`src/rtl/imem_loader.sv`:
```
// Byte-stream boot loader: parses a framed program (sync, length, words, checksum)
// and writes it word by word into instruction memory while holding the CPU in reset.
module imem_loader #(
    parameter int DEPTH = 256,
    parameter int AW    = 8
) (
    input  logic          clk,
    input  logic          rst,
    input  logic          rx_valid,
    input  logic [7:0]    rx_data,
    output logic          rx_ready,
    input  logic          reload,
    output logic          imem_we,
    output logic [AW-1:0] imem_addr,
    output logic [31:0]   imem_wdata,
    output logic          cpu_hold,
    output logic          done,
    output logic          error
);

    localparam logic [7:0] SYNC_BYTE = 8'hA5;

    typedef enum logic [2:0] {
        IDLE,
        LEN_HI,
        LEN_LO,
        DATA,
        CSUM,
        DONE,
        ERR
    } state_t;

    state_t        state;
    state_t        state_next;

    logic [7:0]    len_hi;
    logic [15:0]   words_left;
    logic [1:0]    byte_cnt;
    logic [23:0]   shift;
    logic [AW-1:0] word_idx;
    logic [7:0]    csum;

    logic          accept;
    logic [15:0]   len_full;
    logic [7:0]    csum_sum;
    logic          last_byte_of_word;

    assign accept            = rx_valid && rx_ready;
    assign len_full          = {len_hi, rx_data};
    assign csum_sum          = csum + rx_data;
    assign last_byte_of_word = (byte_cnt == 2'd3);

    // Handshake and status are pure decodes of the state register.
    assign rx_ready = (state != DONE) && (state != ERR);
    assign cpu_hold = (state != DONE);
    assign done     = (state == DONE);
    assign error    = (state == ERR);

    always_ff @(posedge clk) begin
        // NOTE: sequential state uses non-blocking assignments so every register
        // samples the pre-edge values; blocking here would create ordering races.
        if (rst) begin
            state <= IDLE;
        end else begin
            state <= state_next;
        end
    end

    always_comb begin
        // NOTE: default assignment first so no path leaves state_next unassigned,
        // which would otherwise infer a latch.
        state_next = state;
        case (state)
            IDLE: begin
                if (accept && rx_data == SYNC_BYTE) state_next = LEN_HI;
            end
            LEN_HI: begin
                if (accept) state_next = LEN_LO;
            end
            LEN_LO: begin
                if (accept) begin
                    if (len_full > 16'(DEPTH))  state_next = ERR;
                    else if (len_full == 16'd0) state_next = CSUM;
                    else                        state_next = DATA;
                end
            end
            DATA: begin
                if (accept && last_byte_of_word && words_left == 16'd1) state_next = CSUM;
            end
            CSUM: begin
                if (accept) state_next = (csum_sum == 8'd0) ? DONE : ERR;
            end
            DONE, ERR: begin
                if (reload) state_next = IDLE;
            end
            default: state_next = IDLE;
        endcase
    end

    // Datapath: length capture, word assembly, write strobe and running checksum.
    always_ff @(posedge clk) begin
        if (rst) begin
            len_hi     <= '0;
            words_left <= '0;
            byte_cnt   <= '0;
            shift      <= '0;
            word_idx   <= '0;
            csum       <= '0;
            imem_we    <= 1'b0;
            imem_addr  <= '0;
            imem_wdata <= '0;
        end else begin
            imem_we <= 1'b0;
            case (state)
                IDLE: begin
                    if (accept && rx_data == SYNC_BYTE) begin
                        csum     <= '0;
                        byte_cnt <= '0;
                        word_idx <= '0;
                    end
                end
                LEN_HI: begin
                    if (accept) begin
                        len_hi <= rx_data;
                        csum   <= csum_sum;
                    end
                end
                LEN_LO: begin
                    if (accept) begin
                        words_left <= len_full;
                        csum       <= csum_sum;
                    end
                end
                DATA: begin
                    if (accept) begin
                        csum     <= csum_sum;
                        byte_cnt <= byte_cnt + 2'd1;
                        shift    <= {shift[15:0], rx_data};
                        if (last_byte_of_word) begin
                            imem_we    <= 1'b1;
                            imem_addr  <= word_idx;
                            imem_wdata <= {shift, rx_data};
                            word_idx   <= word_idx + AW'(1);
                            words_left <= words_left - 16'd1;
                        end
                    end
                end
                DONE, ERR: begin
                    if (reload) begin
                        csum     <= '0;
                        word_idx <= '0;
                        byte_cnt <= '0;
                    end
                end
                default: ;
            endcase
        end
    end

endmodule

```
`config.mk`:
```
export PLATFORM = sky130hd
export DESIGN_NAME = imem_loader
export DESIGN_NICKNAME = d
export VERILOG_FILES = /design/src/rtl/imem_loader.sv
export SDC_FILE = /design/constraint.sdc
export NUM_CORES = 1
export LEC_CHECK = 0
export ABC_AREA = 1
export BUFFER_PORTS_ARGS = -buffer_cell sky130_fd_sc_hd__buf_4
export CAP_MARGIN = 0
export CORE_MARGIN = 5
export CORE_UTILIZATION = 35
export CTS_CLUSTER_DIAMETER = 150
export DETAILED_ROUTE_END_ITERATION = 10
export MAX_ROUTING_LAYER = met4
export SKIP_LAST_GASP = 1
export SLEW_MARGIN = 0
export SYNTH_ARGS = -nofsm -noshare
export SYNTH_HDL_FRONTEND = slang
export SYNTH_SLANG_ARGS = --single-unit
export TNS_END_PERCENT = 1
```
`constraint.sdc`:
```
create_clock -name clk -period 3.1 [get_ports clk]
set_input_delay 0.465 -clock clk [delete_from_list [all_inputs] [get_ports clk]]
set_output_delay 0.465 -clock clk [all_outputs]
set_load 0.01 [all_outputs]
```
==> metrics.txt, run 1 <==
outcome complete, no violations; Initial Util ~35%; worst hold start rx_data[3]; cts bufs inserted 9; I/O Pins 57; R2R setup slack around 710 ps; post-synth top area share 43.0%; final core occ 41.4%; grt ovf 0; Final Hold Slack between 400 and 500 ps; FMAX approximately 420 MHz; fillers around 1.6k; antenna violations before repair 0; final period utilization just under 80%; post-CTS setup repair buffer count 0; Final nets 784; total global-route track usage between 15 and 20%; final WL about 13000 um; top cells by area, synth dfxtp_1, nand2_1, a21oi_1; endpoint type of the worst setup path register; remaining antenna violation count 0; H-Tree Depth 3; number of core rows 44; maximum vdd drop about 0.32 mV; count of cell types in the netlist 36; # port buffers 56; global-route wire length before repair between 20000 and 25000 um; layout cells sized above 1 between 10% and 20%; largest net degree at the start of global routing 55; Worst Tran Pin Value 884 ps; post-synth net total roughly 750; worst relative slew slack slightly above 40%; Seq cells post-synth 110; EDFF count, synth 0; Pins Over Slew Limit 0; Synth Cell Area just over 5000 um2; Area Overhead vs Synth 16.7%; Pre-antenna DRT Iters 5; clk buf depth 2; routability cong. approximately 0.86; most common cell after layout, fill and taps aside nand2_1; synth warn 0; leakage 2.67 nW; vias in the first global route between 4k and 5k; clock tree sinks 110; DR DRC count 0; Arr. time, crit path roughly 2600 ps; Die W 131 um; Fin. Hold Viols 0; Root Buffer clkbuf_16; CTS tree done; min cycle time layout ~2400 ps; worst setup path category reg -> reg; Final TNS setup 0 ps; total core area roughly 14000 um2; Worst EP required approximately 3300 ps; Detail Placement HPWL ~9000 um; maximum fanout along the worst path 28; Clock Latency Late Sink approximately 360 ps; RSZ-0062 raised after global routing no; Setup Skew 7.59 ps; die area roughly 17000 um2; worst hold-check path type in -> reg; most frequent cells in the layout nand2_1, nor2_1, dfxtp_1; cts hold-fix bufs 0; final setup vio count 0; area leader, netlist dfxtp_1; PostCTS Resize Cnt 0; DRT iter0 DRCs 215; Max Cap Viol 0; vias after detailed routing about 4.6k; top_reg_cell synth dfxtp_1; wire per inst between 10 and 15 um; PwrDens approximately 590 nW/um2; Worst-path clk slew around 70 ps; antenna cells 0; CP Launch Type register; Reg-to-Reg Start state[2]; Via-to-Cell Ratio a little under 5; Seq/Total Area, Yosys 43.0%; Synth async-reset ratio 0%; Mapped Avg Cell Area around 7.1 um2; critical path launch point state[2]; Die Ht ~130 um; cells after synthesis slightly above 700
==> worst paths after layout <==
check                                      to  cells after the start
worst min register to register      shift[16]                      2
worst max-delay path            words_left[0]                      9
worst min-delay path                 shift[3]                      3
worst max register to register  words_left[0]                      9
==> cell usage after synthesis, types with 2 or more instances <==
master      n
a211oi_1    2
a21oi_1    83
a21oi_2     2
buf_1       3
buf_2       7
buf_6       3
clkbuf_1   22
dfxtp_1   110
ha_1       11
inv_1      61
inv_2       6
nand2_1   121
nand2_4     3
nand3_1    58
nand4_1     2
nor2_1    110
nor2_2      2
nor3_1      3
nor4_1      2
o21a_1      2
o21ai_0    78
o21ai_1     7
o22ai_1     3
or2_2       2
xnor2_1     2
xor2_1      9
==> state kept, by name (all words and copies together), names as in the netlist <==
register / count
imem_we: 1
byte_cnt: 2
state: 3
word_idx: 8
words_left: 16
imem_wdata: 32
shift: 24
imem_addr: 8
len_hi: 8
csum: 8
==> logic make-up (layout without fill, tap and decap cells) <==
logic type | count (synthesis) | count (layout) | synth area share (%)
AND/OR/NAND/NOR | 308 | 308 | 25.6
AO/OA/AOI/OAI | 180 | 180 | 18.1
flip-flops | 110 | 110 | 43.0
buffers and inverters | 103 | 144 | 8.24
adder cells (fa/ha/maj) | 12 | 12 | 3.08
XOR/XNOR | 11 | 11 | 1.88
==> report_power, final <==
part           internal, mW  total [mW]  switching [mW]
combinational         0.227       0.721           0.494
sequential             1.49        1.53          0.0470
clock                 0.752        1.28           0.530
==> routing by layer <==
layer / global-route usage, % / vias up / wire length (um)
li1: - / 2434 / -
met1: 20.7 / 2058 / 6290
met2: 26.0 / 67 / 6190
met3: 3.74 / 20 / 403
met4: 4.23 / 0 / 284
met5: - / - / 0
==> cell type report <==
cell class / instances / area [um2] / share of cell area, %
Inverter: 67 / 251 / 4.21
Sequential cell: 110 / 2200 / 36.9
Clock buffer: 11 / 253 / 4.23
Clock inverter: 5 / 81.3 / 1.36
Tap cell: 184 / 230 / 3.86
Timing Repair Buffer: 61 / 458 / 7.67
Multi-Input combinational cell: 511 / 2490 / 41.8
==> metrics by stage <==
step	worst slack [ps]	area [um2]	power (mW)	cells
3_5_place_dp	636	5630	2.29	933
5_1_grt	485	5970	3.74	949
2_1_floorplan	1040	5120	2.12	724
4_1_cts	714	5970	3.57	949
3_3_place_gp	663	5630	2.29	933
6_report	712	5970	3.54	949
==> worst max-delay path: stages (launching register included) <==
cell     delay [ps]
dfxtp_1         410
inv_2            80
nand2_1         120
nor2_4           60
nand2_4         270
nor2_8           90
a21oi_2         660
inv_2           270
o21ai_0         240
a31oi_1          60
(Power assumes the default switching activity.)
==> run 2, diff against run 1 <==
==> constraint.sdc (replaced) <==
create_clock -name clk -period 2.27 [get_ports clk]
set_input_delay 0.3405 -clock clk [delete_from_list [all_inputs] [get_ports clk]]
set_output_delay 0.3405 -clock clk [all_outputs]
set_load 0.01 [all_outputs]
==> metrics.txt, run 2 (synthesis results as in run 1) <==
antenna violations before repair 0 (unchanged); vias after detailed routing 4635 (+1.2%); Max Cap Viol 0 (unchanged); Total Power 4.63 mW (+31%); Root Buffer clkbuf_16; maximum fanout along the worst path 3 (-89%); biggest cell delay along the critical path 450 ps (-210 ps); most common cell after layout, fill and taps aside nand2_1; DRT iter0 DRCs 261 (+21%); Worst EP required 2490 ps (-850 ps); outcome complete, no violations; layout cells sized above 1 13.8% (+1.2 points); cell-internal power 3.14 mW (+27%); largest net degree at the start of global routing 55 (unchanged); number of core rows 44 (unchanged); CTS tree done; Via-to-Cell Ratio 4.83 (about the same); Fin. Hold Viols 0 (unchanged); # port buffers 56 (unchanged); clock tree sinks 110 (unchanged); Setup Skew 12.0 ps (+4.42 ps); Detail Placement HPWL 9020 um (+0.72%); final setup vio count 0 (unchanged); most flop-heavy register imem_wdata; vias in the first global route 4291 (-1.7%); leakage 2.70 nW (+0.97%); routability cong. 0.881 (+1.9%); Pre-antenna DRT Iters 4 (-1); post-CTS setup repair buffer count 0 (unchanged); R2R setup slack 270 ps (-450 ps); Max stage delay cell, worst path fa_1; total core area 14400 um2 (unchanged); PostCTS Resize Cnt 0 (unchanged); total global-route track usage 16.0% (-0.18 points); Pins Over Slew Limit 0 (unchanged); worst hold start rx_data[3]; wire per inst 13.5 um (-2.5%); DR DRC count 0 (unchanged); PwrDens 770 nW/um2 (+30%); antenna cells 0 (unchanged); Reg-to-Reg Start csum[0]; RR Endpoint state[1]; RSZ-0062 raised after global routing no; final period utilization 88.3% (+11 points); remaining antenna violation count 0 (unchanged); global-route wire length before repair 21200 um (-1.3%); cts hold-fix bufs 0 (unchanged); final WL 13000 um (-1.3%); worst-path cell chain ha_1 > fa_1 > or2_2 > nor2_1 > nand3_1 > nor2_1 > nand2_1 > nand2_1 > nand2_1 > nand2_1 > a21oi_1; Clock Latency Late Sink 350 ps (about the same); Area Overhead vs Synth 17.5%; worst r2r path cells 11 (+2); CP Launch Type register; Net Switching 1.49 mW (+39%); max reg flops 32 (unchanged); hold path cells 3 (unchanged); die area 17100 um2 (unchanged); Die Ht 131 um (unchanged); Arr. time, crit path 2230 ps (-390 ps); Net Sw Frac 32.2% (+1.9 points); biggest regs imem_wdata: 32 flops, shift: 24 flops, words_left: 16 flops; clock power share 33.0% (-3.3 points); clk buf depth 2 (unchanged); Worst-path clk slew 80 ps (about the same); worst setup path category reg -> reg; H-Tree Depth 3 (unchanged); crit-path most repeated cell nand2_1; grt ovf 0 (unchanged); worst relative slew slack 59.7% (+19 points); cts bufs inserted 9 (unchanged); Gate power share 21.7% (+1.3 points); Initial Util 35.5% (unchanged); FMAX 499 MHz (+19%); final core occ 41.7% (+0.31 points); I/O Pins 57 (unchanged); worst hold-check path type in -> reg; endpoint type of the worst setup path register; worst hold path endpoint shift[3]; min cycle time layout 2000 ps (-384 ps); Die W 131 um (unchanged); Final TNS setup 0 ps (unchanged); maximum vdd drop 0.442 mV (+38%); part of the power in registers 45.4% (+2.1 points); Worst Tran Pin Value 605 ps (-279 ps); most frequent cells in the layout nand2_1, nor2_1, dfxtp_1; Final nets 795 (+1.4%); fillers 1579 (+0.38%)
[run 2: layer usage]
metal  routed length (um)  GRT usage [%]  share of wire (%)  vias to the layer above
met5                    0              -                  0                        -
met4                  230           4.23                1.8                        0
met3                  379           3.17                2.9                       15
met2                 5940           24.9                 46                       62
met1                 6440           21.4                 50                     2102
li1                     -              -                  -                     2456
[run 2: power groups by stage]
stage / logic (mW) / clock network, mW / registers [mW]
floorplan: 0.773 / 0 / 2.12
global placement: 1.01 / 0 / 2.14
detailed placement: 1.00 / 0 / 2.14
CTS: 1.01 / 1.57 / 2.10
global route: 1.14 / 1.63 / 2.11
finish: 1.00 / 1.53 / 2.10
[run 2: stage by stage]
stage	std cells	setup WS (ps)	cell area (um2)	hold WS [ps]
floorplan	724	334	5120	430
global placement	944	93.7	5730	443
detailed placement	944	62.2	5730	448
CTS	960	254	6010	292
global route	960	77.4	6010	310
finish	960	266	6010	304
[run 2: final cells by class]
| class | count | area, um2 | share of cell area (%) |
|---|---|---|---|
| multi-input combinational | 511 | 2490 | 41.4 |
| inverter | 67 | 251 | 4.18 |
| clock buffer | 10 | 239 | 3.97 |
| clock inverter | 6 | 45.0 | 0.749 |
| timing repair buffer | 72 | 553 | 9.20 |
| sequential | 110 | 2200 | 36.6 |
| tap | 184 | 230 | 3.83 |
[run 2: worst max path at each step]
stage	cells after the start	startpoint	end
floorplan	11	rx_data[0]	state[1]
global placement	12	rx_data[0]	state[1]
detailed placement	12	rx_data[0]	state[1]
CTS	11	csum[0]	state[1]
global route	11	csum[0]	state[1]
finish	11	csum[0]	state[1]
[run 2: critical path, delay by kind of cell, from the launching register on]
kind                     cells  cell delay, ps
AO/OA/AOI/OAI                1              50
adder cells (fa/ha/maj)      2             670
flip-flops                   1             320
AND/OR/NAND/NOR              8             840
